`src/rtl/imm_encoder_if.sv`:
```
`default_nettype none
// ============================================================================
// Module      : imm_encoder_if
// Description : Valid/ready stream bundle for the constant-materialisation
//               encoder. Input side carries a 32-bit constant plus target
//               register; output side carries encoded MIPS words.
// Ports       : in_valid/in_ready/value/rt      - constant request stream
//               out_valid/out_ready/instr/mode  - instruction word stream
//               out_last                        - last word of a constant
//               word_cnt                        - accepted output words
// Revision    : 1.0 - initial release
// ============================================================================
interface imm_encoder_if;
  logic        in_valid;
  logic        in_ready;
  logic [31:0] value;
  logic [4:0]  rt;
  logic        out_valid;
  logic        out_ready;
  logic [31:0] instr;
  logic [1:0]  mode;
  logic        out_last;
  logic [15:0] word_cnt;

  // Loader / consumer side
  modport master (
    output in_valid, value, rt, out_ready,
    input  in_ready, out_valid, instr, mode, out_last, word_cnt
  );

  // Encoder side
  modport slave (
    input  in_valid, value, rt, out_ready,
    output in_ready, out_valid, instr, mode, out_last, word_cnt
  );
endinterface
`default_nettype wire

```
`src/rtl/imm_encoder.sv`:
```
`default_nettype none
// ============================================================================
// Module      : imm_encoder
// Description : Turns a 32-bit constant into the shortest MIPS load sequence
//               (addiu / ori / lui, or a lui+ori pair) and streams the words
//               out with the extension mode the consumer must apply.
// Ports       : clk    - rising-edge clock
//               rst_n  - asynchronous active-low reset
//               bus    - imm_encoder_if.slave (request and word streams)
// Revision    : 1.0 - initial release
// ============================================================================
module imm_encoder (
  input  wire logic     clk,
  input  wire logic     rst_n,
  imm_encoder_if.slave  bus
);

  localparam logic [1:0] c_idle  = 2'd0;
  localparam logic [1:0] c_emit1 = 2'd1;
  localparam logic [1:0] c_emit2 = 2'd2;

  localparam logic [5:0] c_op_addiu = 6'b001001;
  localparam logic [5:0] c_op_ori   = 6'b001101;
  localparam logic [5:0] c_op_lui   = 6'b001111;

  localparam logic [1:0] c_mode_sign  = 2'b00;
  localparam logic [1:0] c_mode_zero  = 2'b01;
  localparam logic [1:0] c_mode_upper = 2'b10;

  logic [1:0]  r_state;
  logic [1:0]  w_state_nxt;
  logic [31:0] r_instr;
  logic [1:0]  r_mode;
  logic        r_last;
  logic [15:0] r_lo;
  logic [4:0]  r_rt;
  logic [15:0] r_cnt;

  logic        w_accept;
  logic        w_fire;
  logic        w_in_ready;
  logic        w_out_valid;
  logic [31:0] w_word;
  logic [1:0]  w_mode;
  logic        w_last;
  logic        w_sext_ok;

  // --------------------------------------------------------------------------
  // State register
  // --------------------------------------------------------------------------
  always_ff @(posedge clk or negedge rst_n) begin
    if (!rst_n) begin
      r_state <= c_idle;
    end else begin
      r_state <= w_state_nxt;
    end
  end

  // --------------------------------------------------------------------------
  // Next-state logic
  // --------------------------------------------------------------------------
  always_comb begin
    w_state_nxt = r_state;
    case (r_state)
      c_idle:  if (w_accept) w_state_nxt = c_emit1;
      c_emit1: if (w_fire)   w_state_nxt = r_last ? c_idle : c_emit2;
      c_emit2: if (w_fire)   w_state_nxt = c_idle;
      default: w_state_nxt = c_idle;
    endcase
  end

  // --------------------------------------------------------------------------
  // State-decoded outputs. in_ready is gated by rst_n so the loader never
  // sees a ready while the encoder is held in reset.
  // --------------------------------------------------------------------------
  always_comb begin
    w_in_ready  = 1'b0;
    w_out_valid = 1'b0;
    case (r_state)
      c_idle:  w_in_ready  = rst_n;
      c_emit1: w_out_valid = 1'b1;
      c_emit2: w_out_valid = 1'b1;
      default: begin
        w_in_ready  = 1'b0;
        w_out_valid = 1'b0;
      end
    endcase
  end

  assign w_accept = bus.in_valid & w_in_ready;
  assign w_fire   = w_out_valid & bus.out_ready;

  // --------------------------------------------------------------------------
  // Classification, first match wins. A constant is sign-extendable from 16
  // bits when bits 31..15 are all the same value.
  // --------------------------------------------------------------------------
  assign w_sext_ok = (&bus.value[31:15]) | ~(|bus.value[31:15]);

  always_comb begin
    w_word = {c_op_lui, 5'd0, bus.rt, bus.value[31:16]};
    w_mode = c_mode_upper;
    w_last = 1'b0;
    if (w_sext_ok) begin
      w_word = {c_op_addiu, 5'd0, bus.rt, bus.value[15:0]};
      w_mode = c_mode_sign;
      w_last = 1'b1;
    end else if (bus.value[31:16] == 16'd0) begin
      w_word = {c_op_ori, 5'd0, bus.rt, bus.value[15:0]};
      w_mode = c_mode_zero;
      w_last = 1'b1;
    end else if (bus.value[15:0] == 16'd0) begin
      w_word = {c_op_lui, 5'd0, bus.rt, bus.value[31:16]};
      w_mode = c_mode_upper;
      w_last = 1'b1;
    end
  end

  // --------------------------------------------------------------------------
  // Output word registers. The low half and rt are kept so the ori word can
  // be built in the same edge that retires the lui word, avoiding a bubble.
  // --------------------------------------------------------------------------
  always_ff @(posedge clk or negedge rst_n) begin
    if (!rst_n) begin
      r_instr <= 32'd0;
      r_mode  <= c_mode_sign;
      r_last  <= 1'b0;
      r_lo    <= 16'd0;
      r_rt    <= 5'd0;
    end else if (w_accept) begin
      r_instr <= w_word;
      r_mode  <= w_mode;
      r_last  <= w_last;
      r_lo    <= bus.value[15:0];
      r_rt    <= bus.rt;
    end else if ((r_state == c_emit1) && w_fire && !r_last) begin
      r_instr <= {c_op_ori, r_rt, r_rt, r_lo};
      r_mode  <= c_mode_zero;
      r_last  <= 1'b1;
    end
  end

  // Accepted-word counter; wraps naturally at 16 bits.
  always_ff @(posedge clk or negedge rst_n) begin
    if (!rst_n) begin
      r_cnt <= 16'd0;
    end else if (w_fire) begin
      r_cnt <= r_cnt + 16'd1;
    end
  end

  assign bus.in_ready  = w_in_ready;
  assign bus.out_valid = w_out_valid;
  assign bus.instr     = r_instr;
  assign bus.mode      = r_mode;
  assign bus.out_last  = r_last;
  assign bus.word_cnt  = r_cnt;

endmodule
`default_nettype wire

```
`src/flat_wrapper.sv`:
```
// flat-port wrapper written by rule: the top's interface ports become plain ports
module imm_encoder_flat 
  (clk, rst_n, bus_in_valid, bus_value, bus_rt, bus_out_ready, bus_in_ready, bus_out_valid, bus_instr, bus_mode, bus_out_last, bus_word_cnt);
  imm_encoder_if bus_i ();
  input  wire logic clk;
  input  wire logic rst_n;
  input wire logic [$bits(bus_i.in_valid)-1:0] bus_in_valid;
  input wire logic [$bits(bus_i.value)-1:0] bus_value;
  input wire logic [$bits(bus_i.rt)-1:0] bus_rt;
  input wire logic [$bits(bus_i.out_ready)-1:0] bus_out_ready;
  output wire logic [$bits(bus_i.in_ready)-1:0] bus_in_ready;
  output wire logic [$bits(bus_i.out_valid)-1:0] bus_out_valid;
  output wire logic [$bits(bus_i.instr)-1:0] bus_instr;
  output wire logic [$bits(bus_i.mode)-1:0] bus_mode;
  output wire logic [$bits(bus_i.out_last)-1:0] bus_out_last;
  output wire logic [$bits(bus_i.word_cnt)-1:0] bus_word_cnt;
  assign bus_i.in_valid = bus_in_valid;
  assign bus_i.value = bus_value;
  assign bus_i.rt = bus_rt;
  assign bus_i.out_ready = bus_out_ready;
  assign bus_in_ready = bus_i.in_ready;
  assign bus_out_valid = bus_i.out_valid;
  assign bus_instr = bus_i.instr;
  assign bus_mode = bus_i.mode;
  assign bus_out_last = bus_i.out_last;
  assign bus_word_cnt = bus_i.word_cnt;
  imm_encoder u_core (.clk(clk), .rst_n(rst_n), .bus(bus_i));
endmodule
```
`config.mk`:
```
export PLATFORM = sky130hd
export DESIGN_NAME = imm_encoder_flat
export DESIGN_NICKNAME = d
export VERILOG_FILES = /design/src/rtl/imm_encoder_if.sv /design/src/rtl/imm_encoder.sv /design/src/flat_wrapper.sv
export SDC_FILE = /design/constraint.sdc
export NUM_CORES = 1
export LEC_CHECK = 0
export ABC_AREA = 1
export BUFFER_PORTS_ARGS = -buffer_cell sky130_fd_sc_hd__clkbuf_2
export CAP_MARGIN = 20
export CORE_ASPECT_RATIO = 1.2
export CORE_UTILIZATION = 52
export CTS_CLUSTER_DIAMETER = 60
export DETAILED_ROUTE_END_ITERATION = 10
export GPL_TIMING_DRIVEN = 0
export PLACE_DENSITY_LB_ADDON = 0.3
export SYNTH_ARGS = -nofsm -noshare
export SYNTH_HDL_FRONTEND = slang
export SYNTH_SLANG_ARGS = --single-unit
```
`constraint.sdc`:
```
create_clock -name clk -period 1.7 [get_ports clk]
set_input_delay 0.17 -clock clk [delete_from_list [all_inputs] [get_ports clk]]
set_output_delay 0.17 -clock clk [all_outputs]
set_load 0.03 [all_outputs]
```
# ---- Word level (Yosys, flattened, before mapping)
# Cells that the tools add are included.
dict set report word_totals {
  register_bits 74
  latch_bits 0
  ram_bits 0
  rom_bits 0
  input_bits 41
  output_inout_bits 53
  wordCells 48
  memories 0
}
dict set report classes {
  n_addsub 1
  mul 0
  div 0
  order_cmp 0
  n_eq_ne 5
  n_shift 0
  muxes 20
  bitwise 4
  reduce_logical 11
}
# op count
set op_table {}
lappend op_table {{$mux W32} 3}
lappend op_table {{$logic_not A16 Y1} 2}
lappend op_table {{$mux W28} 1}
lappend op_table {{$reduce_and A17 Y1} 1}
lappend op_table {{$reduce_or A17 Y1} 1}
lappend op_table {{$add A16 B1 Y16 const B} 1}
lappend op_table {{$mux W2} 8}
lappend op_table {{$mux W1} 7}
lappend op_table {{$ne A2 B1 Y1 const B} 3}
lappend op_table {{$pmux W2 S3} 1}
lappend op_table {{$reduce_and A3 Y1} 1}
lappend op_table {{$and A1 B1 Y1} 2}
lappend op_table {{$eq A2 B1 Y1 const B} 1}
lappend op_table {{$eq A2 B2 Y1 const B} 1}
lappend op_table {{$logic_and A1 B1 Y1} 2}
lappend op_table {{$logic_not A2 Y1} 1}
lappend op_table {{$reduce_bool A2 Y1} 1}
lappend op_table {{$reduce_or A2 Y1} 1}
lappend op_table {{$logic_not A1 Y1} 1}
lappend op_table {{$not A1 Y1} 1}
lappend op_table {{$or A1 B1 Y1} 1}

# ---- Depth between registers and ports, before layout
# Gate-level depths: netlist of the first run.
dict set report depth {
  ltp_word 8
  depth_mapped 10
}

# ---- Worst setup path after synthesis of the first run
# OpenSTA, ideal clock, no wires.
dict set report synth_timing {
  path_type {reg2reg}
  startpoint {register u_core.r_state[1]}
  endpoint {register u_core.r_cnt[15], in the netlist u_core.bus.word_cnt[15]}
  setup_time_ns 0.120
  t_arrival_ns 1.725
  required_ns 1.580
  path_slack_ns -0.146
  stages_incl_launch_ff 10
  period_less_slack_ns 1.846
  path_cell_list {dfrtp_1 inv_1 ha_1 nand2_2 nor3_4 nand2_2 nor2_4 nand2_2 o21ai_1 nand2_1}
}
dict set report synth_between {
  elab_chain_cells 4
}
# element line_no
set synth_lines {}
lappend synth_lines {{start, declared} imm_encoder.sv:30} ;# logic [1:0] r_state;
lappend synth_lines {{start signal, assigned} imm_encoder.sv:53} ;# r_state <= c_idle;
lappend synth_lines {{start signal, assigned} imm_encoder.sv:55} ;# r_state <= w_state_nxt;
lappend synth_lines {{$eq A2 B2 Y1 / $eq A2 B1 Y1 (equally long branches)} imm_encoder.sv:79} ;# case (r_state)
lappend synth_lines {{$reduce_or A2 Y1 (no source line) *} --}
lappend synth_lines {{$mux W1 *} imm_encoder.sv:79}
lappend synth_lines {{net bus_out_valid} flat_wrapper.sv:12} ;# output wire logic [$bits(bus_i.out_valid)-1:0] bus_out_valid;
lappend synth_lines {{$and A1 B1 Y1 *} imm_encoder.sv:91} ;# assign w_fire = w_out_valid & bus.out_ready;
lappend synth_lines {{end signal, assigned} imm_encoder.sv:147} ;# r_cnt <= r_cnt + 16'd1;
lappend synth_lines {{end, declared} imm_encoder.sv:37} ;# logic [15:0] r_cnt;
# The timed path passes the listed nets; every way through them passes the cells marked *.
# A chain may end at the register's enable or synchronous reset.

# ---- Worst setup path in the final report of the first run
dict set report layout_timing {
  startpoint {register u_core.r_state[1]}
  endpoint {register u_core.r_cnt[15], in the netlist u_core.bus.word_cnt[15]}
}
dict set report layout_between {
  elab_chain_cells 4
}
# element line_no
set layout_lines {}
lappend layout_lines {{$eq A2 B2 Y1 / $eq A2 B1 Y1 (equally long branches)} imm_encoder.sv:79}
lappend layout_lines {{$reduce_or A2 Y1 (no source line) *} --}
lappend layout_lines {{$mux W1 *} imm_encoder.sv:79}
lappend layout_lines {{$and A1 B1 Y1 *} imm_encoder.sv:91}
# Every way passes the cells marked *; elsewhere a longest branch is shown, timed or not.

==> results of run 1 <==
## placed cells by master, fill, tap and decap left out, drive strengths merged, types with 2 or more instances in the layout
cell / count
clkbuf: 106
nand2: 101
dfrtp: 70
inv: 51
a21oi: 49
nor2: 46
buf: 27
o21ai: 26
xor2: 11
nand3: 9
a31oi: 5
ha: 5
nor3: 4
nand4: 3
xnor2: 3
nor4: 2
conb: 2
bufinv: 2
## repair_timing
item                       CTS  global route
pin swaps                    2             4
hold endpoints to repair    11            59
setup buffers                2             9
resized for setup           14            19
setup endpoints to repair   39            53
gates cloned                 0             1
## power by group
part	leakage [nW]	total, W	internal, W	switching [W]
combinational	1.34	0.00350	0.00119	0.00231
sequential	0.835	0.00282	0.00238	0.000436
clock	0.107	0.00150	0.000839	0.000661
total	2.29	0.00782	0.00441	0.00341
## layout make-up
type	count	area, um2
plain buffers	19	133.9
repair buffers	105	583.1
flip-flops and latches	70	1752
multi-input cells	272	1413
clock buffers	10	127.6
well taps	82	102.6
inverters	49	186.4
fillers	496	1775
clock inverters	6	93.84
## worst register-to-register path, stage by stage (launching register included)
cell and delay (ns):
dfrtp_1 0.41, inv_2 0.08, ha_4 0.31, nand2_8 0.07, nor3_4 0.16, nand2_2 0.10, nor2_4 0.13, nand2_2 0.10
o21ai_1 0.14, nand2_1 0.06
## state kept, by name, summed over array words and instances, names as in the netlist
register / count
u_core.bus.word_cnt: 16
u_core.r_lo: 16
u_core.r_rt: 5
u_core.bus.instr: 29
u_core.bus.out_last: 1
u_core.r_state: 2
u_core.bus.mode: 1
## final timing paths
kind                                          startpoint                                  end  cells after the start
setup / recovery           u_core.r_state[1]$_DFFE_PN0P_  u_core.bus.word_cnt[15]$_DFFE_PN0P_                      9
hold / removal                                     rst_n      u_core.bus.instr[9]$_DFFE_PN0P_                      2
min in group clk                               bus_rt[4]           u_core.r_rt[4]$_DFFE_PN0P_                      3
max in group asynchronous                          rst_n           u_core.r_lo[1]$_DFFE_PN0P_                      2
hold reg to reg               u_core.r_lo[8]$_DFFE_PN0P_           u_core.r_lo[8]$_DFFE_PN0P_                      2
setup reg to reg           u_core.r_state[1]$_DFFE_PN0P_  u_core.bus.word_cnt[15]$_DFFE_PN0P_                      9
## cells by family after synthesis
family | count (synthesis) | synth area share, %
xor gates and xnor gates | 14 | 3.612
adders and majority gates | 5 | 1.843
DFF | 70 | 51.60
AOI/OAI and AO/OA | 84 | 13.23
buffers and inverters | 68 | 8.625
muxes | 1 | 0.3317
other | 1 | 0.1105
and+or+nand+nor | 166 | 20.64
## metal layers
metal,up-vias,wire length [um],global-route usage (%)
met5,-,0,0
met4,0,170,11.88
met3,15,534,4.576
met2,116,4369,46.24
met1,1455,3480,33.41
li1,1532,-,-
## through the flow
step           std cells  area, um2  hold WS, ns  total power, W  worst slack (ns)
4_1_cts              603       4275      -0.1525        0.007645          0.007078
5_1_grt              613       4392      -0.1367        0.008357          -0.04018
3_5_place_dp         584       3999      0.06355        0.006060           -0.2028
6_report             613       4392      -0.1772        0.007820           0.05570
3_3_place_gp         583       3969       0.3909        0.005934            -1.116
2_1_floorplan        410       3411      -0.1256        0.005073           0.03689
==> impl_metrics.csv, run 1 <==
group,metric,value,unit
clocking,holdBufCountCts,1,
synth,avgSynthCellArea,8.300,um2
clocking,cts_sinks,70,
cells_and_area,antenna_cells,0,
die,coreArea,6167,um2
die,die_w,75.76,um
grt,track_usage,27.37,%
synth,yosysMostFrequentCell,"nand2_1",
worst_hold_path,holdCritPathClass,"in -> async",
clocking,cts_buffer_depth,2,
cells_and_area,layout.nets,572,
grt,grt-ovfl-total,0,
outcome,failed_checks,"negative hold slack",
pwr,p_per_area,1781,nW/um2
clocking,clockRootBuffer,"clkbuf_8",
placement,place_congestion,0.8759,
timing,finalSetupViolCount,0,
outcome,status,"finished with violations",
grt,grt_pass1_vias,3037,
run,drv_cap,0,
die,rows,31,
pwr,leakage,2.287,nW
die,io_pins,94,
route,postRouteWirelength,8.554,mm
timing,holdWs,-0.1772,ns
synth,synth_cell_types,33,
setup_path,path_max_fanout,5,
setup_path,timing.critical_path.max_delay_family,"simple AND/OR/NAND/NOR gates",
timing,slew_headroom,65.16,%
setup_path,endpoint_kind,"register",
synth,synthArstFlopShare,100.0,%
clocking,clkTransAtPathRegs,0.08,ns
synth,ys_seq_area_share,51.60,%
die,start_util,55.04,%
synth,synth_area,3395,um2
cells_and_area,utilization,71.21,%
grt,antenna_found_initial,0,
die,die_area,6856,um2
placement,place_hpwl,5.894,mm
route,via_count,3118,
timing,final.period_utilization,96.72,%
timing,fin_skew,0.007714,ns
clocking,clk_latency,0.35,ns
timing,hold_violations,59,
pwr,peakVddDrop,1.092,mV
route,vias_per_cell,5.086,
die,die_y,90.51,um
route,drc,0,
timing,max_freq,608.2,MHz
setup_path,crit_top_cell,"nand2_2",
setup_path,startpoint_type,"register",
route,ant_nets,0,
synth,synth_edf_count,0,
route,initialDrtViolationCount,243,
synth,ys_top_cells_by_area,"dfrtp_1 52%, nand2_1 11%, a21oi_1 7.2%",
clocking,cts_tree,"yes",
cells_and_area,drive_above_1_share,30.70,%
synth,ys_ff_latch,70,
synth,yosys.area.top_type,"dfrtp_1",
route,dr.pass1.iters,4,
placement,io_buffers,91,
grt,grt_pass1_wl,14.08,mm
synth,ys.flop_type,"dfrtp_1",
grt,grt_max_degree,62,
setup_path,cpMaxStageDelayCell,"dfrtp_1",
clocking,h-tree-depth,3,
setup_path,r2r_slack,0.06,ns
clocking,cts_made_buffers,9,
timing,worst_slew_pin_slew,0.5209,ns
setup_path,cp.required,1.95,ns
setup_path,critPathKind,"reg -> reg",
timing,post-route-min-period,1.644,ns
timing,setup-tns-final,0,ns
synth,synthCells,409,
setup_path,crit_buf_inv,1,
synth,synth_common_cells,"97 x nand2_1, 70 x dfrtp_1, 49 x a21oi_1",
synth,yosys_warnings,0,
cells_and_area,syn_to_final_growth,29.38,%
route,wl_per_cell,13.95,um
setup_path,worstPathCellList,"inv_2 -> ha_4 -> nand2_8 -> nor3_4 -> nand2_2 -> nor2_4 -> nand2_2 -> o21ai_1 -> nand2_1",
setup_path,cp.arrival,1.89,ns
synth,yosysTopAreaCellShare,51.60,%
setup_path,slowest_delay,0.41,ns
timing,slew_viol_final,0,
Note: power is estimated with default switching activity, not from simulation.
==> run 2: changes to the inputs <==
Settings changed: RECOVER_POWER set to 100.
==> run 2 against run 1 <==
Against the previous run: the flow still finishes with violations (negative hold slack); highest routed layer unchanged; global-route usage unchanged; clock skew increased by 0.00067 ns; sequential power about the same; final area decreased by 1.5%; core utilization decreased by 1.0 points; via count rose by 1.3%.
==> impl_metrics.csv, run 2 (synthesis gave the netlist of run 1 again) <==
group,metric,value,unit
outcome,status,"finished with violations",
outcome,failed_checks,"negative hold slack",
clocking,cts_made_buffers,9,
route,ant_nets,0,
route,drc,0,
setup_path,critPathKind,"reg -> reg",
cells_and_area,largest_reg_flops,29,
setup_path,path_max_fanout,10,
worst_hold_path,holdCritPathClass,"in -> async",
setup_path,timing.critical_path.max_delay_family,"buffers and inverters",
cells_and_area,syn_to_final_growth,27.50,%
timing,post-route-min-period,1.646,ns
pwr,leakage,2.141,nW
grt,antenna_found_initial,0,
timing,finalSetupViolCount,0,
route,postRouteWirelength,8.597,mm
placement,place_ws,-0.2028,ns
cells_and_area,antenna_cells,0,
die,die_area,6856,um2
timing,slew_viol_final,0,
setup_path,slowest_delay,0.42,ns
clocking,h-tree-depth,3,
die,start_util,55.04,%
placement,place_hpwl,5.894,mm
pwr,peakVddDrop,1.068,mV
grt,track_usage,27.37,%
grt,grt_max_degree,62,
grt,grt_pass1_vias,3037,
route,initialDrtViolationCount,301,
clocking,cts_tree,"yes",
cells_and_area,final_cell_mix,"96 x nand2_1, 70 x dfrtp_1, 50 x clkbuf_1",
die,die_y,90.51,um
clocking,cts_buffer_depth,2,
die,io_pins,94,
clocking,cts_sinks,70,
cells_and_area,fillers,530,
timing,slew_headroom,64.35,%
cells_and_area,final_common_cell,"nand2_1",
run,drv_cap,0,
pwr,p_total,0.007710,W
timing,hold_violations,59,
setup_path,cp.arrival,1.88,ns
clocking,clkTransAtPathRegs,0.08,ns
die,coreArea,6167,um2
setup_path,worstPathCellList,"inv_2 -> ha_4 -> nand3_2 -> buf_6 -> buf_2 -> a21oi_1 -> a21oi_1",
grt,grt_pass1_wl,14.08,mm
die,rows,31,
route,dr.pass1.iters,4,
route,wl_per_cell,14.02,um
setup_path,endpoint_kind,"register",
timing,holdWs,-0.09017,ns
route,via_count,3157,
clocking,holdBufCountCts,1,
setup_path,crit_buf_inv,3,
cells_and_area,drive_above_1_share,21.47,%
timing,fin_skew,0.008382,ns
timing,max_freq,607.6,MHz
timing,setup_ws,0.05429,ns
clocking,clockRootBuffer,"clkbuf_8",
setup_path,startpoint_type,"register",
setup_path,cp.required,1.93,ns
cells_and_area,layout.nets,572,
placement,place_congestion,0.8759,
timing,worst_slew_pin_slew,0.5298,ns
pwr,p_per_area,1782,nW/um2
timing,final.period_utilization,96.81,%
die,die_w,75.76,um
placement,io_buffers,91,
setup_path,crit_top_cell,"a21oi_1",
route,vias_per_cell,5.150,
grt,grt-ovfl-total,0,
clocking,clk_latency,0.35,ns
cells_and_area,utilization,70.18,%
setup_path,cpMaxStageDelayCell,"dfrtp_1",
==> run 2: cell types whose count changed in the layout (fill, tap and decap cells not counted) <==
cell	previous run	this run
clkbuf_2	93	45
clkbuf_1	1	50
clkbuf_4	3	2
==> run 2: area by class of cell <==
| type | count | area (um2) | share of cell area (%) |
|---|---|---|---|
| Multi-Input combinational cell | 272 | 1413 | 32.64 |
| Buffer | 19 | 133.9 | 3.093 |
| Clock buffer | 10 | 127.6 | 2.949 |
| Clock inverter | 6 | 93.84 | 2.168 |
| Tap cell | 82 | 102.6 | 2.371 |
| Sequential cell | 70 | 1752 | 40.47 |
| Timing Repair Buffer | 105 | 519.2 | 12.00 |
| Inverter | 49 | 186.4 | 4.308 |
==> run 2: final timing paths <==
check | start | slack, ns | endpoint | cells after the start
setup reg to reg | u_core.r_state[1]$_DFFE_PN0P_ | 0.05 | u_core.bus.instr[3]$_DFFE_PN0P_ | 7
min in group clk | bus_rt[4] | 0.04 | u_core.r_rt[4]$_DFFE_PN0P_ | 3
hold reg to reg | u_core.r_lo[8]$_DFFE_PN0P_ | 0.49 | u_core.r_lo[8]$_DFFE_PN0P_ | 2
max in group asynchronous | rst_n | 0.89 | u_core.r_lo[1]$_DFFE_PN0P_ | 2
hold / removal | rst_n | -0.09 | u_core.bus.instr[9]$_DFFE_PN0P_ | 2
setup / recovery | u_core.r_state[1]$_DFFE_PN0P_ | 0.05 | u_core.bus.instr[3]$_DFFE_PN0P_ | 7
==> run 2: metrics by stage <==
stage / hold WS [ns] / std cells / area (um2) / TNS [ns]
after detailed placement: 0.06355 / 584 / 3999 / -4.841
after CTS: -0.1525 / 603 / 4275 / 0
after global placement: 0.3909 / 583 / 3969 / -63.68
after floorplan: -0.1256 / 410 / 3411 / 0
after global routing: -0.04109 / 613 / 4328 / -0.1916
final: -0.09017 / 613 / 4328 / 0
==> run 2: timing repair <==
item / 4_1_cts / 5_1_grt
buffers inserted: 2 / 9
cloned: 0 / 1
setup endpoints to repair: 39 / 53
endpoints found under the hold margin: 11 / 59
resized for setup: 14 / 19
pin swaps: 2 / 4
==> run 2: power by group <==
group	leakage, nW	switching, W	internal, W
logic	1.20	0.00232	0.00108
registers	0.835	0.000433	0.00238
clock network	0.107	0.000661	0.000839
total	2.14	0.00341	0.00430
==> run 2: per-layer routing <==
| layer | share of wire [%] | vias up | track usage (%) |
|---|---|---|---|
| met5 | 0 | - | 0 |
| met3 | 6.3 | 16 | 4.576 |
| li1 | - | 1526 | - |
| met4 | 1.8 | 0 | 11.88 |
| met2 | 52 | 136 | 46.24 |
| met1 | 40 | 1479 | 33.41 |
==> run 3: changes to the inputs <==
Settings changed: CORE_UTILIZATION 52 to 56.
Clock period 1.7 ns to 2 ns, I/O delays scaled along.
==> run 3 against run 2 <==
Against the previous run: the flow now finishes without violations; sequential power down 15%; first-iteration DRC count down 34%; die area down 7.0%; flip-flop and latch count unchanged; clock power down 33%; wire length down 7.0%; global-route usage down 0.41 points; power down 22%; register-to-register slack better by 0.11 ns; sequential share of layout area up 2.4 points; maximum frequency down 10%; final area down 5.6%; critical endpoint is now u_core.bus.instr[26]$_DFFE_PN0P_; largest cell class unchanged.
==> impl_metrics.csv, run 3 (synthesis gave the netlist of run 1 again) <==
group,metric,value,unit
clocking,cts_made_buffers,9,
grt,antenna_found_initial,0,
timing,final.period_utilization,91.67,%
timing,setup_ws,0.1665,ns
setup_path,r2r_start,"u_core.r_state[1]$_DFFE_PN0P_",
cells_and_area,syn_to_final_growth,20.35,%
grt,grt_pass1_vias,2909,
placement,io_buffers,91,
clocking,h-tree-depth,3,
setup_path,critPathLaunch,"u_core.r_state[1]$_DFFE_PN0P_",
clocking,postCtsSetupBuffers,0,
route,postRouteWirelength,7.994,mm
die,die_y,87.29,um
grt,grt_pass1_wl,12.89,mm
grt,grt-ovfl-total,0,
setup_path,path_max_fanout,10,
timing,max_freq,545.4,MHz
placement,place_congestion,0.8456,
die,die_area,6378,um2
cells_and_area,regArea,1752,um2
route,drc,0,
run,drv_cap,0,
setup_path,cp.required,2.23,ns
setup_path,r2r_slack,0.17,ns
die,rows,30,
timing,finalSetupViolCount,0,
timing,rsz0062_at_grt,"no",
worst_hold_path,hp-start,"bus_rt[2]",
cells_and_area,layout.nets,560,
route,initialDrtViolationCount,199,
route,vias_per_cell,5.060,
pwr,leakage,2.030,nW
timing,fin_skew,0.005180,ns
worst_hold_path,holdCritPathClass,"in -> reg",
die,die_w,73.07,um
clocking,cts_tree,"yes",
cells_and_area,antenna_cells,0,
die,io_pins,94,
cells_and_area,final_common_cell,"nand2_1",
die,coreArea,5743,um2
outcome,status,"completed",
cells_and_area,utilization,71.13,%
placement,place_ws,0.2142,ns
clocking,clockRootBuffer,"clkbuf_8",
grt,track_usage,26.95,%
timing,worst_slew_pin_slew,1.113,ns
clocking,cts_sinks,70,
cells_and_area,fillers,484,
pwr,p_per_area,1469,nW/um2
setup_path,setup.worst_path.end,"u_core.bus.instr[26]$_DFFE_PN0P_",
cells_and_area,largest_reg_flops,29,
cells_and_area,drive_above_1_share,15.61,%
cells_and_area,final_cell_mix,"98 x nand2_1, 70 x dfrtp_1, 58 x clkbuf_1",
timing,slew_headroom,25.77,%
setup_path,rr_endpoint,"u_core.bus.instr[26]$_DFFE_PN0P_",
pwr,peakVddDrop,1.112,mV
timing,hold_violations,0,
setup_path,rr_worst_depth,8,
timing,post-route-min-period,1.833,ns
setup_path,startpoint_type,"register",
setup_path,cp.arrival,2.06,ns
setup_path,critPathKind,"reg -> reg",
setup_path,endpoint_kind,"register",
route,via_count,3031,
placement,place_hpwl,5.945,mm
route,wl_per_cell,13.35,um
grt,grt_max_degree,47,
clocking,cts_buffer_depth,2,
die,start_util,59.11,%
timing,slew_viol_final,0,
route,ant_nets,0,
route,dr.pass1.iters,4,
clocking,clkTransAtPathRegs,0.07,ns
cells_and_area,multi_input_area,1351,um2
clocking,clk_latency,0.34,ns
run 3: changes by cell type in the layout (fill, tap and decap cells not counted), moves of 2 or more:
cell | previous run | this run
inv_1 | 44 | 47
clkbuf_4 | 2 | 0
buf_4 | 17 | 4
clkinv_2 | 0 | 2
nand2_1 | 96 | 98
nor2_1 | 39 | 42
inv_2 | 4 | 2
bufinv_16 | 2 | 0
nor2_2 | 3 | 1
o21ai_0 | 22 | 24
clkbuf_1 | 50 | 58
clkbuf_2 | 45 | 43
buf_2 | 6 | 4
run 3: timing repair:
| item | in CTS | in global routing |
|---|---|---|
| setup endpoints to repair | 0 | 30 |
| hold buffers | 1 | 0 |
| endpoints found under the hold margin | 24 | 0 |
| gates resized for setup | 0 | 3 |
run 3: worst min path at each step:
stage / end / slack (ns) / depth (start not counted)
floorplan: u_core.bus.instr[0]$_DFFE_PN0P_ / -0.1 / 0
global placement: u_core.r_rt[3]$_DFFE_PN0P_ / 0.42 / 3
detailed placement: u_core.bus.instr[7]$_DFFE_PN0P_ / 0.18 / 1
CTS: u_core.r_rt[2]$_DFFE_PN0P_ / 0.06 / 3
global route: u_core.r_rt[3]$_DFFE_PN0P_ / 0.07 / 3
finish: u_core.r_rt[2]$_DFFE_PN0P_ / 0.07 / 3
run 3: metrics by stage:
step	instance area [um2]	TNS, ns	instances	power (W)	hold slack, ns
6_report	4085	0	599	0.006001	0.06995
5_1_grt	4085	0	599	0.006403	0.06967
4_1_cts	4169	0	599	0.006143	0.06333
3_5_place_dp	3984	0	582	0.005127	0.1781
3_3_place_gp	3954	-41.56	581	0.005008	0.4228
2_1_floorplan	3398	0	410	0.004274	-0.09559
run 3: worst max-delay path: stages (launching register included):
cell      delay, ns
dfrtp_1        0.38
inv_1          0.09
ha_1           0.21
nand3_1        0.12
inv_2          0.11
nor2_4         0.24
inv_1          0.10
clkbuf_2       0.21
or2_1          0.25
run 3: routing by layer:
layer  track usage, %  vias up  routed length [um]
met4            9.447        0                  95
li1                 -     1505                   -
met3            8.102       10                 567
met2            46.30      112                4039
met5                0        -                   0
met1            31.77     1404                3291
run 3: layout make-up:
cell class / count / share of cell area, %
sequential: 70 / 42.88
multi-input combinational: 272 / 33.08
timing repair buffer: 93 / 10.11
inverter: 49 / 4.502
clock buffer: 11 / 3.461
buffer: 19 / 2.695
tap: 80 / 2.450
clock inverter: 5 / 0.8270
run 3: report_power, final:
part           total (W)  switching (W)  internal, W
clock network    0.00101       0.000525     0.000484
logic            0.00260        0.00187     0.000731
registers        0.00239       0.000365      0.00203
